==> src/rtl/addr_burst_pkg.sv <==
// Shared types and helpers for the address burst generator.
// ADDR_BURST_WRAP_EN selects aligned wrap bursts instead of linear ones.
package addr_burst_pkg;

    typedef enum logic [0:0] {
        StIdle,
        StBurst
    } state_e;

    localparam int unsigned AddrWDefault = 16;

    // Exact log2 of a power-of-two burst length in 1..16; returns 0 for a length of 1.
    function automatic int unsigned burst_log2(input int unsigned len);
        int unsigned w;
        w = 0;
        for (int i = 0; i < 5; i++) begin
            if ((32'd1 << i) < len) begin
                w = i + 1;
            end
        end
        return w;
    endfunction

endpackage

==> src/rtl/addr_step.sv <==
// Combinational next-address step: linear increment by default, or aligned
// wrap within the BURST_LEN window when ADDR_BURST_WRAP_EN is defined.
module addr_step
    import addr_burst_pkg::*;
#(
    parameter int unsigned ADDR_W    = AddrWDefault,
    parameter int unsigned BURST_LEN = 4
) (
    input  logic [ADDR_W-1:0] cur,
`ifdef ADDR_BURST_WRAP_EN
    input  logic [ADDR_W-1:0] base,
`endif
    output logic [ADDR_W-1:0] nxt
);

`ifdef ADDR_BURST_WRAP_EN
    // Low bits cycle through the window; upper bits are pinned to the base.
    localparam logic [ADDR_W-1:0] Mask = ADDR_W'(BURST_LEN - 1);

    assign nxt = (base & ~Mask) | ((cur + ADDR_W'(1)) & Mask);
`else
    assign nxt = cur + ADDR_W'(1);
`endif

endmodule

==> src/rtl/addr_burst_gen.sv <==
// Accepts one base address per handshake and emits BURST_LEN consecutive addresses.
// ADDR_BURST_WRAP_EN switches the step from linear to aligned wrap.
module addr_burst_gen
    import addr_burst_pkg::*;
#(
    parameter int unsigned ADDR_W    = AddrWDefault,
    parameter int unsigned BURST_LEN = 4
) (
    input  logic              clk,
    input  logic              rst_n,
    input  logic [ADDR_W-1:0] in_addr,
    input  logic              in_valid,
    output logic              in_ready,
    input  logic              flush,
    output logic [ADDR_W-1:0] out_addr,
    output logic              out_valid,
    input  logic              out_ready,
    output logic              out_last,
    output logic              busy
);

    localparam int unsigned    Log2Len = burst_log2(BURST_LEN);
    localparam int unsigned    CntW    = (Log2Len == 0) ? 1 : Log2Len;
    localparam logic [CntW-1:0] LastCnt = CntW'(BURST_LEN - 1);

    state_e            state_q, state_d;
    logic [ADDR_W-1:0] cur_q, cur_d;
    logic [CntW-1:0]   cnt_q, cnt_d;
    logic [ADDR_W-1:0] cur_nxt;
    logic              accept;
`ifdef ADDR_BURST_WRAP_EN
    logic [ADDR_W-1:0] base_q, base_d;
`endif

    addr_step #(
        .ADDR_W    (ADDR_W),
        .BURST_LEN (BURST_LEN)
    ) u_step (
        .cur  (cur_q),
`ifdef ADDR_BURST_WRAP_EN
        .base (base_q),
`endif
        .nxt  (cur_nxt)
    );

    assign busy      = (state_q == StBurst);
    assign out_valid = busy;
    assign out_addr  = cur_q;
    assign out_last  = busy && (cnt_q == LastCnt);
    // Combinational from out_ready so a new burst can start without a bubble.
    assign in_ready  = !flush && (!busy || (out_last && out_ready));
    assign accept    = in_valid && in_ready;

    always_comb begin
        state_d = state_q;
        cur_d   = cur_q;
        cnt_d   = cnt_q;
`ifdef ADDR_BURST_WRAP_EN
        base_d  = base_q;
`endif
        if (flush) begin
            state_d = StIdle;
        end else if (accept) begin
            state_d = StBurst;
            cur_d   = in_addr;
            cnt_d   = '0;
`ifdef ADDR_BURST_WRAP_EN
            base_d  = in_addr;
`endif
        end else if (busy && out_ready) begin
            cur_d = cur_nxt;
            cnt_d = cnt_q + CntW'(1);
            if (out_last) begin
                state_d = StIdle;
            end
        end
    end

    always_ff @(posedge clk or negedge rst_n) begin
        if (!rst_n) begin
            state_q <= StIdle;
            cur_q   <= '0;
            cnt_q   <= '0;
`ifdef ADDR_BURST_WRAP_EN
            base_q  <= '0;
`endif
        end else begin
            state_q <= state_d;
            cur_q   <= cur_d;
            cnt_q   <= cnt_d;
`ifdef ADDR_BURST_WRAP_EN
            base_q  <= base_d;
`endif
        end
    end

endmodule

==> config.mk <==
export PLATFORM = sky130hd
export DESIGN_NAME = addr_burst_gen
export DESIGN_NICKNAME = d
export VERILOG_FILES = /design/src/rtl/addr_burst_pkg.sv /design/src/rtl/addr_step.sv /design/src/rtl/addr_burst_gen.sv
export SDC_FILE = /design/constraint.sdc
export NUM_CORES = 1
export LEC_CHECK = 0
export ABC_AREA = 1
export CAP_MARGIN = 0
export CORE_ASPECT_RATIO = 2
export CORE_MARGIN = 4
export CORE_UTILIZATION = 40
export DETAILED_ROUTE_END_ITERATION = 12
export PLACE_DENSITY_LB_ADDON = 0.2
export SETUP_SLACK_MARGIN = 0.1
export SLEW_MARGIN = 10
export SYNTH_ARGS = -nofsm -noshare
export SYNTH_HDL_FRONTEND = slang
export SYNTH_SLANG_ARGS = --single-unit
==> constraint.sdc <==
create_clock -name clk -period 1.9 [get_ports clk]
set_input_delay 0.57 -clock clk [delete_from_list [all_inputs] [get_ports clk]]
set_output_delay 0.57 -clock clk [all_outputs]
set_load 0.01 [all_outputs]
==> flow_summary.yaml <==
run_status:
  status: "finished, final reports clean"
yosys:
  syn-mean-instance-area_sq_um: 6.70
  synth.top_cells.by_area: "dfrtp_1 (34%), nand2_1 (20%), inv_1 (9.1%), nand3_1 (6.4%), nor2_1 (4.3%)"
  synth_top_area_share_pct: 34.0
  ys_ff_latch: 19
  yosysTopAreaCell: "dfrtp_1"
  synth_warnings: 0
  syn_inst: 209
  synth.net_count: 232
  synth_seq_area_share_pct: 34.0
  synth_area_sq_um: 1400
  synth_cell_types: 23
floorplanning:
  rows: 30
  ioPinCount: 41
  initial_utilization_pct: 41.4
  die_h_um: 91.7
  fp.coreArea_sq_um: 3380
  fp.dieW_um: 49.8
  die_area_sq_um: 4570
finish:
  area_growth_pct: 45.6
  diodes: 0
  final_util_pct: 60.3
  drive_above_1_share_pct: 19.4
  fin_nets: 297
detailed_routing:
  drc: 0
  drt-pass1-iter-count: 4
  routedWlPerCell_um: 12.0
  vias_per_cell: 4.89
  wirelength_um: 3650
  ant_nets: 0
  vias: 1491
  drtIter0Drc: 19
timing:
  max_freq_ghz: 0.569
  fin_crit_sh_pct: 92.6
  setup_viol: 0
  drv_slew: 0
  skew_ps: 4.78
  relSlewSlack_pct: 76.7
  rsz0062_at_grt: "yes"
  hold_violations: 0
  min_period_ps: 1760
  tightest_slew_ps: 348
clock_tree:
  cts.sink_count: 19
  clkTransAtPathRegs_ps: 80
  worstSkewPairLatency_ps: 260
  clockBufferDepth: 2
  cts_tree: "done"
  clockRootBuffer: "clkbuf_8"
  ctsHoldBuffers: 0
  htree_levels: 1
  cts_inserted_buffers: 3
setup_path:
  worst_ep_arrival_time_ps: 1190
  cp.required_ps: 1330
  cp_top_family: "buffers and inverters"
  path_cells: "clkdlybuf4s50_1"
  startpoint_type: "register"
  crit_buf_inv: 1
  path_max_fanout: 3
  crit_type: "reg2out"
  slowest_stage: "clkdlybuf4s50_1"
  crit_path_end_kind: "primary output"
  slowest_delay_ps: 550
pwr:
  leakage_nw: 1.10
  fin_total_pwr_w: 0.00167
  vdd_ir_drop_max_mv: 0.487
  p_per_area_nw_per_um2: 821
place:
  dp_hpwl_um: 2750
  gp_congestion: 0.851
  portBuffers: 40
global_routing:
  use_met3_pct: 2.44
  grtUsageMet2_pct: 31.9
  grt_start_max_net_pins: 20
  busiest_layer: "met2"
  grt_pass1_vias: 1387
  grt_util_all_layers_pct: 17.1
  grt_first_pass_wirelength_um: 6150
  use_met1_pct: 19.0
  globalRouteOverflowTotal: 0
  grt_antenna_before_repair: 0
job:
  max_cap_violations: 0
worst_hold_path:
  worst_hold_path_type: "reg2reg"
## metrics by stage
step / cells / worst slack (ps) / cell area, sq um / hold slack [ps] / setup TNS (ps)
global route: 305 / 71.4 / 2040 / 528 / 0
finish: 305 / 141 / 2040 / 504 / 0
floorplan: 209 / 444 / 1400 / 274 / 0
detailed placement: 289 / -503 / 1880 / 479 / -3190
global placement: 289 / -504 / 1880 / 468 / -3090
CTS: 302 / 98.9 / 1990 / 504 / 0
## cells in the mapped netlist, drive strengths merged
cell	instances
ha	2
a21oi	3
o21ai	12
nand3	18
o211ai	5
nand4	4
inv	37
o211a	1
xor2	2
buf	6
nor2	19
nand3b	3
xnor2	2
nand2	76
dfrtp	19
## cell usage in the layout (no fill, tap or decap), drive strengths merged, types with 3 or more instances in the layout
cell type	netlist	layout
inv	37	36
o211ai	5	5
nand3	18	18
dlymetal6s2s	0	4
dlygate4sd2	0	6
nor2	19	19
buf	6	27
a21oi	3	3
nand2	76	76
nand4	4	4
nand3b	3	3
dfrtp	19	19
o21ai	12	12
clkbuf	0	3
clkdlybuf4s50	0	28
## state kept, by name (all words and copies together) (netlist names)
register / cells
busy: 1
cnt_q: 2
out_addr: 16
## per-layer routing
layer	part of all wire [%]	vias to the layer above
li1	-	775
met1	37	684
met2	59	30
met3	4.0	2
met4	0.85	0
met5	0	-
## final cells by class
type	count	area (sq um)
fillers	325	1340
multi-input cells	147	729
repair buffers	66	599
flip-flops and latches	19	480
inverters	37	143
clock buffers	3	41.3
well taps	32	40.0
clock inverters	1	5.00
## kinds of logic after synthesis
kind of cell | Yosys count | synth area share, %
and+or+nand+nor | 120 | 37.1
buffers and inverters | 43 | 14.5
AOI/OAI and AO/OA | 21 | 10.2
DFF | 19 | 34.0
xor gates and xnor gates | 4 | 2.50
adders and majority gates | 2 | 1.79
## power by group
part | switching [W] | internal, W
Sequential | 0.0000873 | 0.000506
Clock | 0.000151 | 0.000146
Combinational | 0.000374 | 0.000409
Total | 0.000612 | 0.00106
## timing repair
item                                    4_1_cts  5_1_grt
buffers inserted                              9        3
pin swaps                                     2        3
gates resized for setup                      16        9
gates cloned                                  0        0
endpoints found under the setup margin       23       12
## path summary, 6_finish.rpt
| path | startpoint | to | slack [ps] | depth (start not counted) |
|---|---|---|---|---|
| worst max-delay path | out_addr[15] | out_addr[15] | 140 | 1 |
| worst min-delay path | cnt_q[1] | cnt_q[1] | 500 | 2 |
| worst max register to register | cnt_q[0] | out_addr[10] | 220 | 13 |
| worst min register to register | cnt_q[1] | cnt_q[1] | 500 | 2 |
| max in group asynchronous | rst_n | out_addr[13] | 1010 | 2 |
| min in group asynchronous | rst_n | out_addr[6] | 660 | 2 |
No activity file was read; power rests on OpenSTA's default activity.
==> RTL edit 1, RTL diff (config.mk and constraints unchanged) <==
`BURST_LEN` is set to 4 in 2 places; all go to 8.
--- a/src/rtl/addr_step.sv
+++ b/src/rtl/addr_step.sv
@@ -6,3 +6,3 @@
     parameter int unsigned ADDR_W    = AddrWDefault,
-    parameter int unsigned BURST_LEN = 4
+    parameter int unsigned BURST_LEN = 8
 ) (
--- a/src/rtl/addr_burst_gen.sv
+++ b/src/rtl/addr_burst_gen.sv
@@ -6,3 +6,3 @@
     parameter int unsigned ADDR_W    = AddrWDefault,
-    parameter int unsigned BURST_LEN = 4
+    parameter int unsigned BURST_LEN = 8
 ) (
Behaviour: not the same (Yosys sat finds a counterexample within 10 cycles, from zero or initial values and one cycle with rst_n low).
==> RTL edit 1 against the original RTL <==
The run now ends with negative setup slack left; sequential cell count rose by 1; area after synthesis up 9.5%; global-route usage grew 1.7 points; clock power increased by 16%; sequential share of layout area down 1.8 points; wire length up 17%; design area is 14% higher; power up 7.5%; final cell count up 11%; critical endpoint is now in_ready; largest cell class unchanged; worst setup slack lost 0.19 ns; register-to-register slack lost 0.09 ns; worst hold slack better by 0.027 ns.
==> RTL edit 1: results <==
cells_and_area:
  n_all_inverters: 39
  bufAreaShareNonClock_pct: 30.46
  multi_input_comb_cells: 152
  n_all_buffers: 75
  multiInputGateArea_um2: 844.6
  clock_buffers: 4
  fin_cells: 339
  drive_above_1_share_pct: 27.59
  clock_area_share_pct: 2.359
  sh_seq_area_pct: 21.77
  final_net_count: 315
power_and_ir_drop:
  max-vdd-ir-drop_mv: 0.4886
  intPower_mw: 1.149
  power.leakage_nw: 1.200
setup_path:
  critical-path-top-delay-family: "flip-flops"
  cp_max_fo: 2
  cpMaxStageDelayCell: "dfrtp_1"
  arrival_ns: 1.37
  slowest_delay_ns: 0.40
synthesis:
  synth_common_cells: "68 x nand2_1, 30 x inv_1, 20 x dfrtp_1"
  ys_ff_latch: 20
  yosysSeqAreaShare_pct: 32.65
  syn_nets: 242
  post_synth.cell_area_avg_um2: 7.031
  synth.distinct_cells: 29
timing:
  setup_viol: 1
  finalWorstSetupSlack_ns: -0.04419
  setup_tns_ns: -0.04419
  tightest_slew_ns: 0.2713
run_status:
  violations: "negative setup slack"
  status: "finished with violations"
global_route:
  first_global_vias: 1578
  grt_max_degree: 21
  use_met2_pct: 35.11
  grt.total_usage_pct: 18.82
place:
  pre_cts_ws_ns: -0.5503
  placed_cell_area_um2: 2057
  place.gp.congestion: 0.8403
  dp_hpwl_um: 2981
detailed_routing:
  vias_per_cell: 4.729
  drt_iter0_markers: 22
## RTL edit 1: cell types whose count changed after synthesis, sizes merged, moves of 2 or more
| cell | change |
|---|---|
| a21oi | +2 |
| nor2 | +3 |
| nand3 | +2 |
| nand2 | -3 |
## RTL edit 1: per-layer routing
metal / vias up / share of wire [%] / wire (µm)
met2: 44 / 57 / 2425
li1: 820 / - / -
met4: 0 / 2.1 / 88
met1: 732 / 37 / 1593
met3: 7 / 4.1 / 177
met5: - / 0 / 0
## RTL edit 1: power groups by stage
stage               sequential, mW  combinational (mW)  clock, mW
finish                       0.612               0.840      0.345
global route                 0.629               0.933      0.371
CTS                          0.614               0.801      0.345
detailed placement           0.663               0.675          0
global placement             0.663               0.667          0
floorplan                    0.674               0.325          0
## RTL edit 1: worst paths after layout
path	cells after the start	start	end	slack [ns]
worst max-delay path	7	cnt_q[1]$_DFFE_PN0P_	in_ready	-0.04
worst min-delay path	2	cnt_q[2]$_DFFE_PN0P_	cnt_q[2]$_DFFE_PN0P_	0.53
worst max register to register	14	cnt_q[1]$_DFFE_PN0P_	out_addr[7]$_DFFE_PN0P_	0.13
worst min register to register	2	cnt_q[2]$_DFFE_PN0P_	cnt_q[2]$_DFFE_PN0P_	0.53
max in group asynchronous	2	rst_n	out_addr[10]$_DFFE_PN0P_	1.02
min in group asynchronous	2	rst_n	out_addr[0]$_DFFE_PN0P_	0.64
## RTL edit 1: repair_timing
action | in CTS | in global routing
buffers inserted | 14 | 5
pin swaps | 2 | 6
cloned | 0 | 1
endpoints found under the setup margin | 18 | 16
gates resized for setup | 25 | 13
## RTL edit 1: cell families after synthesis
family                     synth area share, %
xor gates and xnor gates                 1.715
adders and majority gates                2.449
DFF                                      32.65
and+or+nand+nor                          38.28
AOI/OAI and AO/OA                        10.12
buffers and inverters                    14.78
==> RTL edit 2, RTL diff (same settings) <==
Without the edit above. Make the reset (`rst_n`) synchronous in one clocked block.
--- a/src/rtl/addr_burst_gen.sv
+++ b/src/rtl/addr_burst_gen.sv
@@ -78,3 +78,3 @@
 
-    always_ff @(posedge clk or negedge rst_n) begin
+    always_ff @(posedge clk) begin
         if (!rst_n) begin
Formal check against the unedited RTL: differs if rst_n is asserted again (counterexample within 4 cycles, from zero or initial values and one cycle with rst_n low); with rst_n held inactive, the same outputs for 10 cycles.
==> RTL edit 2 against the original RTL <==
Final cell count shrank 7.5%; register-to-register slack gained 0.09 ns; wire length shrank 11%; design area shrank 7.4%; worst setup slack lost 0.0077 ns; area after synthesis shrank 10%; sequential cell count is the same; worst hold slack lost 0.060 ns; critical path depth is the same; critical endpoint is now out_addr[6].
Power is not compared: it rests on default switching activity, and its combinational part moved more than twofold at a synthesized area within 25%.
==> RTL edit 2: results <==
run_status:
  status: "finished, final reports clean"
setup_path:
  cpMaxStageDelayCell: "clkdlybuf4s50_1"
  cp_max_fo: 5
  rrSetupSlack_ns: 0.31
  cp-startpoint: "out_addr[6]$_SDFFE_PN0P_"
  reg2reg_from: "cnt_q[0]$_SDFFE_PN0P_"
  r2r-end: "out_addr[8]$_SDFFE_PN0P_"
  cp-endpoint: "out_addr[6]"
synthesis:
  yosysSeqAreaShare_pct: 30.22
  synth_flop_cell: "dfxtp_1"
  async_flop_share_pct: 0
  synth_xor_area_share_pct: 4.871
  post_synth.cell_area_avg_um2: 6.422
  synth_common_cells: "60 x nand2_1, 25 x inv_1, 19 x dfxtp_1"
  synth_area_leaders: "dfxtp_1 30%, nand2_1 18%, inv_1 7.5%"
  syn_nets: 219
  synth_compound_area_share_pct: 10.74
  synth.distinct_cells: 26
clock_network:
  post_cts_buffers: 0
cells_and_area:
  fillers: 280
  final_net_count: 276
  fin_util_pct: 63.36
  bufAreaShareNonClock_pct: 28.65
  seq_area_um2: 399.1
  clock_area_share_pct: 2.454
  multiInputGateArea_um2: 748.2
  multi_input_comb_cells: 143
  n_all_buffers: 56
  n_all_inverters: 30
global_route:
  grt_max_degree: 12
  grt.total_usage_pct: 16.54
  grt_pass1_wl_um: 5126
  first_global_vias: 1240
place:
  placed_cell_area_um2: 1802
  place.gp.congestion: 0.7876
  dp_hpwl_um: 2548
detailed_routing:
  routedWlPerCell_um: 11.55
  dr_total_vias: 1389
  drt_iter0_markers: 17
timing:
  tightest_slew_ns: 0.2738
  finalClockSkew_ns: 0.01017
min_path:
  min_to: "cnt_q[0]$_SDFFE_PN0P_"
  hold_start: "cnt_q[0]$_SDFFE_PN0P_"
  hold_depth: 1
## RTL edit 2: cell count changes after synthesis, sizes merged, moves of 2 or more
cell	before	now
inv	37	29
nor2	19	22
a21oi	3	12
nand3b	3	1
dfrtp	19	0
buf	6	3
xor2	2	4
o211ai	5	0
o21bai	0	3
nand2	76	65
dfxtp	0	19
o21ai	12	9
## RTL edit 2: timing repair
action / in CTS / in global routing
resized for setup: 23 / 7
pin swaps: 0 / 0
endpoints found under the setup margin: 25 / 7
gates cloned: 0 / 0
endpoints found under the hold margin: 0 / 0
## RTL edit 2: stage by stage
step	power, mW	setup WS [ns]	hold slack (ns)
floorplan	0.5456	0.4537	0.4290
global placement	0.6750	-0.4952	0.4602
detailed placement	0.6761	-0.5223	0.4603
CTS	0.9680	0.1103	0.4715
global route	1.004	0.07752	0.4595
finish	0.9589	0.1335	0.4446
## RTL edit 2: power breakdown
| group | internal (mW) | switching, mW |
|---|---|---|
| Sequential | 0.422 | 0.0270 |
| Combinational | 0.127 | 0.0941 |
| Clock | 0.146 | 0.143 |
## RTL edit 2: worst register-to-register path, cell delays in order (launching register included)
cell	delay, ns
dfxtp_2	0.35
ha_2	0.19
nand2_1	0.08
nand2_2	0.08
inv_2	0.05
nor2_4	0.09
buf_4	0.13
nand2_4	0.08
nand2_4	0.10
inv_2	0.09
nand2_1	0.07
nand2_1	0.04
nor2_1	0.09
nor2_1	0.05
## RTL edit 2: routing by layer
metal / up-vias / global-route usage, % / wire length (µm) / share of wire (%)
met5: - / 0 / 0 / 0
met4: 0 / 5.637 / 34 / 1.0
met3: 4 / 3.106 / 188 / 5.8
met2: 42 / 31.30 / 1808 / 55
met1: 620 / 16.46 / 1226 / 38
li1: 723 / - / - / -
